File: config.mk
export PLATFORM = sky130hd
export DESIGN_NAME = cpu_run_monitor
export DESIGN_NICKNAME = d
export VERILOG_FILES = /design/src/rtl/cpu_run_monitor_pkg.sv /design/src/rtl/cpu_run_monitor_sat_counter.sv /design/src/rtl/cpu_run_monitor.sv
export SDC_FILE = /design/constraint.sdc
export NUM_CORES = 1
export LEC_CHECK = 0
export ABC_AREA = 1
export CORE_MARGIN = 4
export CORE_UTILIZATION = 50
export DETAILED_ROUTE_END_ITERATION = 8
export PLACE_DENSITY_LB_ADDON = 0.3
export SYNTH_ARGS = -nofsm -noshare
export SYNTH_HDL_FRONTEND = slang
export SYNTH_SLANG_ARGS = --single-unit
File: constraint.sdc
create_clock -name clk -period 4.5 [get_ports clk]
set_input_delay 0.9 -clock clk [delete_from_list [all_inputs] [get_ports clk]]
set_output_delay 0.9 -clock clk [all_outputs]
set_load 0.03 [all_outputs]
File: src/rtl/cpu_run_monitor_pkg.sv
// Shared constants, cause codes and FSM encoding for the CPU run monitor.
package cpu_run_monitor_pkg;

    localparam int unsigned ADDR_LEN  = 32;
    localparam int unsigned INSTR_LEN = 32;
    localparam int unsigned HOLD_W    = 8;
    localparam int unsigned STALL_W   = 8;
    localparam int unsigned CAUSE_W   = 2;

    localparam logic [31:0] HALT_INST_ENC = 32'hFFFF_FFFF;

    localparam logic [CAUSE_W-1:0] CAUSE_NONE  = 2'b00;
    localparam logic [CAUSE_W-1:0] CAUSE_HALT  = 2'b01;
    localparam logic [CAUSE_W-1:0] CAUSE_STALL = 2'b10;
    localparam logic [CAUSE_W-1:0] CAUSE_BP    = 2'b11;

    typedef enum logic [1:0] {
        ST_HOLD = 2'd0,
        ST_RUN  = 2'd1,
        ST_DONE = 2'd2
    } state_t;

endpackage

File: src/rtl/cpu_run_monitor_sat_counter.sv
// Saturating up-counter with synchronous clear; clear wins over increment.
module sat_counter #(
    parameter int unsigned W = 8
) (
    input  logic         clk,
    input  logic         clr,
    input  logic         inc,
    output logic [W-1:0] cnt
);

    always_ff @(posedge clk) begin
        if (clr) begin
            cnt <= '0;
        end else if (inc && (cnt != {W{1'b1}})) begin
            cnt <= cnt + W'(1);
        end
    end

endmodule

File: src/rtl/cpu_run_monitor.sv
// Run controller: stretches CPU reset, counts run cycles and detects termination
// by halt instruction, pc breakpoint, pc livelock or cycle timeout.
module cpu_run_monitor
    import cpu_run_monitor_pkg::*;
#(
    parameter int unsigned      ADDR_W      = ADDR_LEN,
    parameter int unsigned      INST_W      = INSTR_LEN,
    parameter int unsigned      RST_CYCLES  = 1,
    parameter int unsigned      MAX_CYCLES  = 50,
    parameter int unsigned      STALL_LIMIT = 8,
    parameter logic [INST_W-1:0] HALT_INST  = INST_W'(HALT_INST_ENC),
    parameter int unsigned      CNT_W       = 32
) (
    input  logic                clk,
    input  logic                rst,
    input  logic [ADDR_W-1:0]   pc,
    input  logic [INST_W-1:0]   inst,
    input  logic                bp_en,
    input  logic [ADDR_W-1:0]   bp_addr,
    output logic                cpu_rst,
    output logic                running,
    output logic                done,
    output logic                timeout,
    output logic [CAUSE_W-1:0]  halt_cause,
    output logic [CNT_W-1:0]    cycle_cnt,
    output logic [CNT_W-1:0]    pc_change_cnt,
    output logic [ADDR_W-1:0]   final_pc
);

    state_t              state, state_nxt;
    logic [HOLD_W-1:0]   hold_cnt, hold_nxt;
    logic [STALL_W-1:0]  stall_cnt;
    logic [ADDR_W-1:0]   prev_pc, prev_pc_nxt;
    logic                prev_valid, prev_valid_nxt;
    logic                cpu_rst_nxt, running_nxt, done_nxt, timeout_nxt;
    logic [CAUSE_W-1:0]  cause_nxt;
    logic [ADDR_W-1:0]   final_pc_nxt;
    logic                cyc_inc, chg_inc, stall_inc, stall_clr, pc_chg;

    sat_counter #(.W(CNT_W)) u_cycle_cnt (
        .clk (clk), .clr (rst), .inc (cyc_inc), .cnt (cycle_cnt)
    );

    sat_counter #(.W(CNT_W)) u_pc_change_cnt (
        .clk (clk), .clr (rst), .inc (chg_inc), .cnt (pc_change_cnt)
    );

    sat_counter #(.W(STALL_W)) u_stall_cnt (
        .clk (clk), .clr (rst | stall_clr), .inc (stall_inc), .cnt (stall_cnt)
    );

    always_ff @(posedge clk) begin
        if (rst) begin
            state      <= ST_HOLD;
            hold_cnt   <= '0;
            prev_pc    <= '0;
            prev_valid <= 1'b0;
            cpu_rst    <= 1'b1;
            running    <= 1'b0;
            done       <= 1'b0;
            timeout    <= 1'b0;
            halt_cause <= CAUSE_NONE;
            final_pc   <= '0;
        end else begin
            state      <= state_nxt;
            hold_cnt   <= hold_nxt;
            prev_pc    <= prev_pc_nxt;
            prev_valid <= prev_valid_nxt;
            cpu_rst    <= cpu_rst_nxt;
            running    <= running_nxt;
            done       <= done_nxt;
            timeout    <= timeout_nxt;
            halt_cause <= cause_nxt;
            final_pc   <= final_pc_nxt;
        end
    end

    // The first RUN cycle has no valid previous pc and always counts as a change.
    assign pc_chg = !prev_valid || (pc != prev_pc);

    always_comb begin
        state_nxt      = state;
        hold_nxt       = hold_cnt;
        prev_pc_nxt    = prev_pc;
        prev_valid_nxt = prev_valid;
        done_nxt       = done;
        timeout_nxt    = timeout;
        cause_nxt      = halt_cause;
        final_pc_nxt   = final_pc;
        cyc_inc        = 1'b0;
        chg_inc        = 1'b0;
        stall_inc      = 1'b0;
        stall_clr      = 1'b0;

        case (state)
            ST_HOLD: begin
                hold_nxt = hold_cnt + HOLD_W'(1);
                if (hold_cnt == HOLD_W'(RST_CYCLES - 1)) begin
                    state_nxt = ST_RUN;
                end
            end
            ST_RUN: begin
                cyc_inc        = 1'b1;
                chg_inc        = pc_chg;
                stall_clr      = pc_chg;
                stall_inc      = !pc_chg;
                prev_pc_nxt    = pc;
                prev_valid_nxt = 1'b1;

                // Termination sources in priority order.
                if (inst == HALT_INST) begin
                    state_nxt = ST_DONE;
                    cause_nxt = CAUSE_HALT;
                end else if (bp_en && (pc == bp_addr)) begin
                    state_nxt = ST_DONE;
                    cause_nxt = CAUSE_BP;
                end else if (!pc_chg && (stall_cnt == STALL_W'(STALL_LIMIT - 1))) begin
                    state_nxt = ST_DONE;
                    cause_nxt = CAUSE_STALL;
                end else if (cycle_cnt == CNT_W'(MAX_CYCLES - 1)) begin
                    state_nxt   = ST_DONE;
                    cause_nxt   = CAUSE_BP;
                    timeout_nxt = 1'b1;
                end

                if (state_nxt == ST_DONE) begin
                    done_nxt     = 1'b1;
                    final_pc_nxt = pc;
                end
            end
            ST_DONE: begin
                state_nxt = ST_DONE;
            end
            default: begin
                state_nxt = ST_HOLD;
            end
        endcase

        cpu_rst_nxt = (state_nxt != ST_RUN);
        running_nxt = (state_nxt == ST_RUN);
    end

endmodule

# Yosys cells after proc, flatten, opt, wreduce, memory -nomap -nowiden
# Cells that the tools add are included.
[totals]
ff_bits = 153
[classes]
addsub = 4
n_eq_ne = 13
n_mux = 14
n_bitwise = 4
reduce_logical = 14
[ops]
columns = ["operator", "count"]
rows = [
  ["adder 32 x 1 -> 32 bit (second input constant)", 2],
  ["inequality test 32 bit (second input constant)", 2],
  ["equality test 32 bit", 1],
  ["equality test 32 bit (second input constant)", 1],
  ["equality test 32 x 6 -> 1 bit (second input constant)", 1],
  ["inequality test 32 bit", 1],
  ["2-to-1 mux 2 bit", 10],
  ["adder 8 x 1 -> 8 bit (second input constant)", 2],
  ["equality test 8 x 3 -> 1 bit (second input constant)", 1],
  ["logical NOT 8 bit", 1],
  ["inequality test 8 bit (second input constant)", 1],
  ["case mux 2 bit (3 select lines)", 1],
  ["logical AND 1 bit", 5],
  ["AND reduction 5 bit", 1],
  ["equality test 2 x 1 -> 1 bit (second input constant)", 2],
  ["equality test 2 bit (second input constant)", 2],
  ["AND reduction 2 bit", 2],
  ["nonzero test 4 bit", 1],
  ["2-to-1 mux 1 bit", 3],
  ["inverter 1 bit", 3],
  ["logical NOT 1 bit", 2],
  ["logical NOT 2 bit", 1],
  ["inequality test 2 x 1 -> 1 bit (second input constant)", 1],
  ["logical OR 1 bit", 1],
  ["OR 1 bit", 1],
]

# Longest topological paths before layout
# Gate-level depths: netlist of the first run.
[depth]
word_depth = 10
ltp_mapped = 15

# Cells and area by module
# From an unflattened synthesis of the first run, not the netlist that was laid out.
[hier_totals]
cells_unflattened = 1543
hier_area_um2 = 9660.5
[modules_own_cells]
columns = ["module", "n_inst", "cells_each", "area_per_inst_um2"]
rows = [
  ["cpu_run_monitor", 1, 818, 5052.3],
  ["sat_counter (u_cycle_cnt ...)", 2, 324, 2062.0],
  ["sat_counter (u_stall_cnt)", 1, 77, 484.2],
]

# Worst setup path before layout of the first run
# OpenSTA, ideal clock, no wires.
[synth_path]
kind = "in2reg"
from = "in pc[29]"
to = "reg done"
t_arrival_ns = 2.044
t_required_ns = 4.372
setup_slack_ns = 2.328
path_stages = 13
cell_sequence = "inv_1 > or2_2 > nand2_1 > nor2_1 > nand2_1 > nor2_1 > nand3_1 > nand3_2 > nand2_2 > inv_4 > buf_6 > nor2_1 > nor2_1"
[synth_between]
elab_chain_len = 10
word_cells_on_any_way = 12
classes_between = "eq/ne: 3; mux: 4; reduce/logical: 5"
[synth_lines]
columns = ["item", "line", "rtl"]
rows = [
  ["start, declared", "cpu_run_monitor.sv:16", "input logic [ADDR_W-1:0] pc,"],
  ["inequality test 32 bit", "cpu_run_monitor.sv:79", "assign pc_chg = !prev_valid || (pc != prev_pc);"],
  ["logical OR 1 bit", "cpu_run_monitor.sv:79", ""],
  ["logical NOT 1 bit", "cpu_run_monitor.sv:117", "end else if (!pc_chg && (stall_cnt == STALL_W'(STALL_LIMIT - 1))) begin"],
  ["logical AND 1 bit", "cpu_run_monitor.sv:117", ""],
  ["2-to-1 mux 2 bit", "cpu_run_monitor.sv:117", ""],
  ["2-to-1 mux 2 bit (*)", "cpu_run_monitor.sv:114", "end else if (bp_en && (pc == bp_addr)) begin"],
  ["2-to-1 mux 2 bit (*)", "cpu_run_monitor.sv:111", "if (inst == HALT_INST) begin"],
  ["2-to-1 mux 2 bit (*)", "cpu_run_monitor.sv:95", "case (state)"],
  ["equality test 2 bit (*)", "cpu_run_monitor.sv:126", "if (state_nxt == ST_DONE) begin"],
  ["AND reduction 2 bit (no source line) (*)", "n/a", ""],
  ["end signal, assigned", "cpu_run_monitor.sv:71", "done <= done_nxt;"],
  ["end, declared", "cpu_run_monitor.sv:22", "output logic done,"],
]
# Every way passes the cells marked *; elsewhere a longest branch is shown, timed or not. The select of a mux whose other input is x is not followed.
# A chain may end at the register's enable or synchronous reset.

# Worst setup path after layout of the first run
[layout_path]
from = "in pc[18]"
to = "reg u_stall_cnt.cnt[2]"
[layout_between]
elab_chain_len = 5
word_cells_on_any_way = 7
classes_between = "eq/ne: 1; mux: 2; bitwise: 1; reduce/logical: 3"
[layout_lines]
columns = ["item", "line", "rtl"]
rows = [
  ["inequality test 32 bit (*)", "cpu_run_monitor.sv:79", ""],
  ["logical OR 1 bit (*)", "cpu_run_monitor.sv:79", ""],
  ["logical NOT 1 bit", "cpu_run_monitor.sv:106", "stall_inc = !pc_chg;"],
  ["2-to-1 mux 1 bit", "cpu_run_monitor.sv:95", ""],
  ["logical AND 1 bit", "cpu_run_monitor_sat_counter.sv:14", "end else if (inc && (cnt != {W{1'b1}})) begin"],
  ["end signal, assigned", "cpu_run_monitor_sat_counter.sv:15", "cnt <= cnt + W'(1);"],
  ["end, declared", "cpu_run_monitor_sat_counter.sv:8", "output logic [W-1:0] cnt"],
]
# Every way passes the cells marked *; elsewhere a longest branch is shown, timed or not.

==> results of run 1 <==
## power by group
part           switching, mW  internal [mW]
Sequential            0.0830           1.46
Clock                  0.621          0.792
Combinational          0.618          0.305
## through the flow
stage	hold WS, ns	worst slack, ns	instance area (µm²)	total power [mW]
2_1_floorplan	0.456	2.33	9160	2.18
3_3_place_gp	0.438	1.28	11300	2.46
3_5_place_dp	0.454	1.24	11300	2.48
4_1_cts	0.464	1.69	11800	3.89
5_1_grt	0.483	1.41	11800	4.08
6_report	0.461	1.64	11800	3.88
## sequential cells by signal, indices dropped and copies added (netlist names), 2 cells and up
signal,flops
halt_cause,2
hold_cnt,8
prev_pc,32
final_pc,32
u_pc_change_cnt.cnt,32
u_cycle_cnt.cnt,32
state,2
u_stall_cnt.cnt,8
## cell type report
cell class	count	area (µm²)
inverters	164	618
repair buffers	207	2050
well taps	229	287
fillers	1664	6120
flip-flops and latches	153	3060
diodes	1	2.50
clock buffers	19	443
clock inverters	13	134
multi-input cells	1093	5250
## critical path: cells and delay by family
kind	cells	cell delay, ns
buffers and inverters	3	0.89
and+or+nand+nor	12	1.38
## final timing paths
path | start | endpoint | slack, ns | cells after the start
hold / removal | timeout | timeout | 0.46 | 2
setup / recovery | pc[18] | u_stall_cnt.cnt[2] | 1.64 | 15
setup reg to reg | state[0] | final_pc[24] | 1.80 | 7
hold reg to reg | timeout | timeout | 0.46 | 2
## logic make-up (layout without fill, tap and decap cells)
kind of cell | after synthesis | after routing | synth area share, %
xor gates and xnor gates | 53 | 53 | 5.07
other | 0 | 1 | 0
DFF | 153 | 153 | 33.5
AOI/OAI and AO/OA | 157 | 157 | 8.72
buffers and inverters | 211 | 403 | 9.28
adders and majority gates | 6 | 6 | 0.820
and+or+nand+nor | 877 | 877 | 42.7
## Yosys cell counts
master	instances	share of area [%]
nand2_2	5	0.34
inv_1	149	6.1
nor2_1	252	10
inv_2	13	0.53
nor3b_1	9	0.74
nor2_8	1	0.22
a211oi_1	2	0.16
nand3_2	5	0.55
nor4_1	7	0.48
nand3b_1	4	0.33
or2_2	6	0.41
buf_1	9	0.37
clkinv_1	1	0.041
nand2_1	363	15
ha_1	6	0.82
nor3_2	5	0.55
xnor2_1	21	2.0
or2_4	1	0.096
and3_1	2	0.14
buf_4	2	0.16
nor2_2	4	0.27
nand4_2	1	0.14
nand3_4	1	0.19
clkbuf_1	23	0.94
dfxtp_1	153	33
a31oi_1	2	0.14
buf_6	5	0.61
xor2_1	32	3.1
and2_1	3	0.20
nor3_4	2	0.36
a21boi_0	1	0.082
a21oi_1	95	5.2
o21bai_1	1	0.082
buf_2	8	0.44
nand4_1	87	5.9
nor3_1	41	2.2
o21ai_0	55	3.0
o21ai_1	1	0.055
nand3_1	78	4.3
inv_4	1	0.068
## per-layer routing
layer	routed length, µm	global-route usage, %	vias up
met4	1030	12.5	0
li1	-	-	5088
met3	2220	4.89	74
met1	12000	35.1	4546
met5	0	0	-
met2	14100	48.6	430
==> results.md, run 1 <==
- Status: finished clean
- Hold buffer count at cts: 0
- Final Non-Filler Cells: ~1.9k
- Clock Latency Late Sink: 0.42 ns
- Max Buffers Root-to-Sink: 2
- FMAX: between 0.3 and 0.4 GHz
- Slew Viols, Final: 0
- Post-CTS Resized: 0
- Final Hold Vio Count: 0
- Die Ht: between 100 and 150 µm
- # DRC: 0
- Post-synth net total: about 1.6k
- Final Cycle Share: between 60% and 70%
- Crit path capture type: flop
- Leakage power: roughly 4.7 nW
- Startpoint Class: primary input
- Max-slew headroom at the worst pin: a little over two fifths
- Max incr delay on CP: approximately 0.52 ns
- Initial antenna violation count: 1
- VDD IR max: around 0.38 mV
- Critical path required time: 4.81 ns
- Crit Path Class: in2reg
- Seq/Total Area, Yosys: approximately 33%
- Number of port buffers: 200
- Critical Path Fanout Max: 32
- Syn avg cell area: about 6.3 µm²
- Post-Syn Instances: 1457
- CTS buffer count: 17
- Slowest stage cell, crit path: clkdlybuf4s50_1
- HP Class: reg2reg
- Yosys reg bits: around 150
- Cell row count: between 40 and 50
- Pin count of the biggest net entering global routing: 97
- CTS tree: yes
- Max_cap viols: 0
- I/O pins: 201
- Post-Route WL: 29300 µm
- RSZ-0062 raised after global routing: false
- CTS Sinks: about 150
- Total iterations of the first detailed-routing run: 7
- Pwr dens: roughly 330 nW/µm²
- Initial DRC count: 763
- Detail Placement HPWL: roughly 22000 µm
- Util after Layout: 66.0%
- Die area: 20500 µm²
- Area of the mapped netlist: around 9200 µm²
- Vias in the first global route: 9694
- Wire per inst: around 16 µm
- Final Net Count: roughly 1.7k
- CP Cell Sequence: clkdlybuf4s50_1 -> inv_1 -> nand2_1 -> nand2_1 -> nor2_1 -> nand2_1 -> nor2_1 -> nand2_1 -> nor2_2 -> nand2_2 -> buf_4 -> nor3_1 -> nand3_1 -> nand2_1 -> nor2_1
- Setup TNS: 0 ns
- CTS clock-pin slew for the worst setup and hold paths: around 0.060 ns
- Final setup viols: 0
- Share of layout cells above drive strength 1: 5.15%
- Detail Route Antenna Nets: 0
- Tmin final: between 2 and 3 ns
- GR Util All Layers: 28.3%
- Post-synthesis cell type count: 40
- Most frequent cells in the layout: 363 x nand2_1, 251 x nor2_1, 199 x clkdlybuf4s50_1
- First-pass GRT wire length: 47200 µm
- Via count: around 10k
- Placed cells: 1846
- Post-CTS Repair Setup Buffers: 0
- Clock Skews: around 0.0094 ns
- Area Growth Syn to Fin: 29.4%
- Initial Util: 51.0%
- GPL Wtd Cong: 1.02
- H-tree Lvls: 4
- Die Width: between 100 and 150 µm
- Yosys Warn Count: 0
- Root buf cell: clkbuf_16
- CP arrival: about 3.2 ns
- Via density: approximately 5.4
- Core footprint: ~18000 µm²
- Most common cell after layout, fill and taps aside: nand2_1
- Least-Margin Pin Slew: between 0.8 and 0.9 ns
- CP most frequent cell: nand2_1
- Overflow after GRT: 0
No activity file was read; power rests on OpenSTA's default activity.
==> inputs of run 2 (changes only) <==
--- a/config.mk
+++ b/config.mk
@@ -7,7 +7,7 @@
 export LEC_CHECK = 0
 export ABC_AREA = 1
 export CORE_MARGIN = 4
-export CORE_UTILIZATION = 50
+export CORE_UTILIZATION = 47
 export DETAILED_ROUTE_END_ITERATION = 8
 export PLACE_DENSITY_LB_ADDON = 0.3
 export SYNTH_ARGS = -nofsm -noshare
==> constraint.sdc (replaced) <==
create_clock -name clk -period 2.6 [get_ports clk]
set_input_delay 0.52 -clock clk [delete_from_list [all_inputs] [get_ports clk]]
set_output_delay 0.52 -clock clk [all_outputs]
set_load 0.03 [all_outputs]
==> run 2 against run 1 <==
  * Largest power group unchanged
  * Sequential share of layout area is 0.95 points lower
  * Sequential power increased by 73%
  * First-iteration DRC count grew 15%
  * Highest routed layer unchanged
==> results.md, run 2 (synthesized netlist as in run 1, its figures left out) <==
- Most frequent cells in the layout: 363 x nand2_1, 251 x nor2_1, 199 x clkdlybuf4s50_1
- Critical Path Fanout Max: 15
- CP arrival: between 2 and 3 ns
- Startpoint Class: primary input
- Reg2reg setup slack: between 0.3 and 0.4 ns
- Hold buffer count at cts: 0
- Number of diodes: 0
- CTS buffer count: 17
- GPL Wtd Cong: ~1.0
- Max_cap viols: 0
- Detail Placement HPWL: around 23000 µm
- Core footprint: between 15000 and 20000 µm²
- Final Hold Vio Count: 0
- Post-Route WL: 29900 µm
- Critical path required time: between 2 and 3 ns
- Cell row count: 50
- Pin count of the biggest net entering global routing: approximately 130
- # DRC: 0
- HP Class: in2reg
- Root buf cell: clkbuf_16
- Crit Path Class: in2reg
- Wire per inst: 15.3 µm
- Most common cell after layout, fill and taps aside: nand2_1
- Total iterations of the first detailed-routing run: 5
- Crit path capture type: flop
- Via density: approximately 5.3
- CP Cell Sequence: clkdlybuf4s50_1 -> inv_2 -> nand2_1 -> nand2_1 -> nor2_1 -> nand2_1 -> nor2_1 -> nand2_1 -> nor2_1 -> nand3_1 -> nand3_1 -> buf_4 -> nand3_1 -> nand2_1 -> nor2_1
- Die Width: between 100 and 150 µm
- CP Capture Point: final_pc[31]
- VDD IR max: 0.488 mV
- Initial Util: between 40 and 50%
- Vias in the first global route: 9776
- First-pass GRT wire length: just under 50000 µm
- Setup TNS: 0 ns
- Worst R2R Path Depth: 12
- Slowest stage cell, crit path: clkdlybuf4s50_1
- R2r startpoint: u_cycle_cnt.cnt[0]
- Post-Layout Inst Area: between 10000 and 15000 µm²
- Max-slew headroom at the worst pin: a little over 60%
- Max incr delay on CP: approximately 0.5 ns
- RSZ-0062 raised after global routing: false
- CTS tree: yes
- Reg2reg end: u_cycle_cnt.cnt[30]
- CTS Sinks: approximately 150
- GR Util All Layers: approximately 27%
- Die area: 21800 µm²
- I/O pins: approximately 200
- FMAX: around 0.42 GHz
- Place WS: -0.128 ns
- Final Total Pwr: 7.02 mW
- Initial DRC count: roughly 880
- Initial antenna violation count: 0
- Final Net Count: 1786
- Crit path launch: pc[21]
- Util after Layout: approximately two thirds
- Status: finished clean
- Final Cycle Share: ~91%
- Least-Margin Pin Slew: 0.581 ns
- Share of layout cells above drive strength 1: ~7.6%
- Clock Latency Late Sink: ~0.43 ns
- Final setup viols: 0
- Area Growth Syn to Fin: 34.3%
- Die Ht: between 100 and 150 µm
- Setup slack after layout: roughly 0.23 ns
- Max Buffers Root-to-Sink: 2
- Clock Skews: 0.0102 ns
- CTS clock-pin slew for the worst setup and hold paths: ~0.06 ns
- Leakage power: 4.94 nW
- Post-CTS Repair Setup Buffers: 0
- Overflow after GRT: 0
- Via count: 10.4k
- Slew Viols, Final: 0
- Pwr dens: between 500 and 600 nW/µm²
- H-tree Lvls: 4
- Detail Route Antenna Nets: 0
- Post-CTS Resized: 0
- Number of port buffers: 200
- CP most frequent cell: nand2_1
- HP Start: rst
- Tmin final: 2.37 ns
- Post-DP Area: between 10000 and 15000 µm²
## run 2: cell types whose count changed in the layout (fill, tap and decap cells not counted), moves of 2 or more
cell,previous run,this run
buf_4,7,48
buf_12,0,4
inv_6,5,2
bufinv_16,1,3
clkbuf_1,1,3
clkinv_2,0,2
clkinvlp_4,5,3
inv_8,2,0
## run 2: area by class of cell
cell class | count | area (µm²)
fillers | 1717 | 6660
inverters | 164 | 618
flip-flops and latches | 153 | 3060
well taps | 260 | 325
repair buffers | 252 | 2440
clock buffers | 22 | 464
multi-input cells | 1093 | 5250
clock inverters | 10 | 140
## run 2: where the power goes
group          leakage, nW  total, mW  internal, mW  switching [mW]
Clock                0.287       2.59          1.56            1.02
Combinational         3.42       1.75         0.639            1.12
Sequential            1.24       2.68          2.53           0.147
## run 2: stage by stage
stage	hold slack, ns	std cells
after CTS	0.407	1954
after detailed placement	0.449	1922
after global placement	0.439	1922
final	0.426	1954
after floorplan	0.456	1457
after global routing	0.427	1954
## run 2: worst min-delay path by stage
stage,to,slack (ns),cells after the start
6_report,u_cycle_cnt.cnt[10],0.43,2
5_1_grt,u_cycle_cnt.cnt[10],0.43,2
4_1_cts,done,0.41,2
3_5_place_dp,timeout,0.45,2
3_3_place_gp,timeout,0.44,2
2_1_floorplan,u_stall_cnt.cnt[0],0.46,2
## run 2: layer usage
layer / vias to the layer above / share of wire (%) / routed length [µm] / GRT usage (%)
met4: 0 / 2.3 / 701 / 8.43
met3: 53 / 8.9 / 2680 / 7.02
met1: 4693 / 44 / 13000 / 36.4
met2: 441 / 45 / 13500 / 42.8
li1: 5164 / - / - / -
met5: - / 0 / 0 / 0
## run 2: worst max-delay path: cells and delay by family
kind / cells / cell delay, ns
buffers and inverters: 3 / 0.84
AND/OR/NAND/NOR: 12 / 1.34
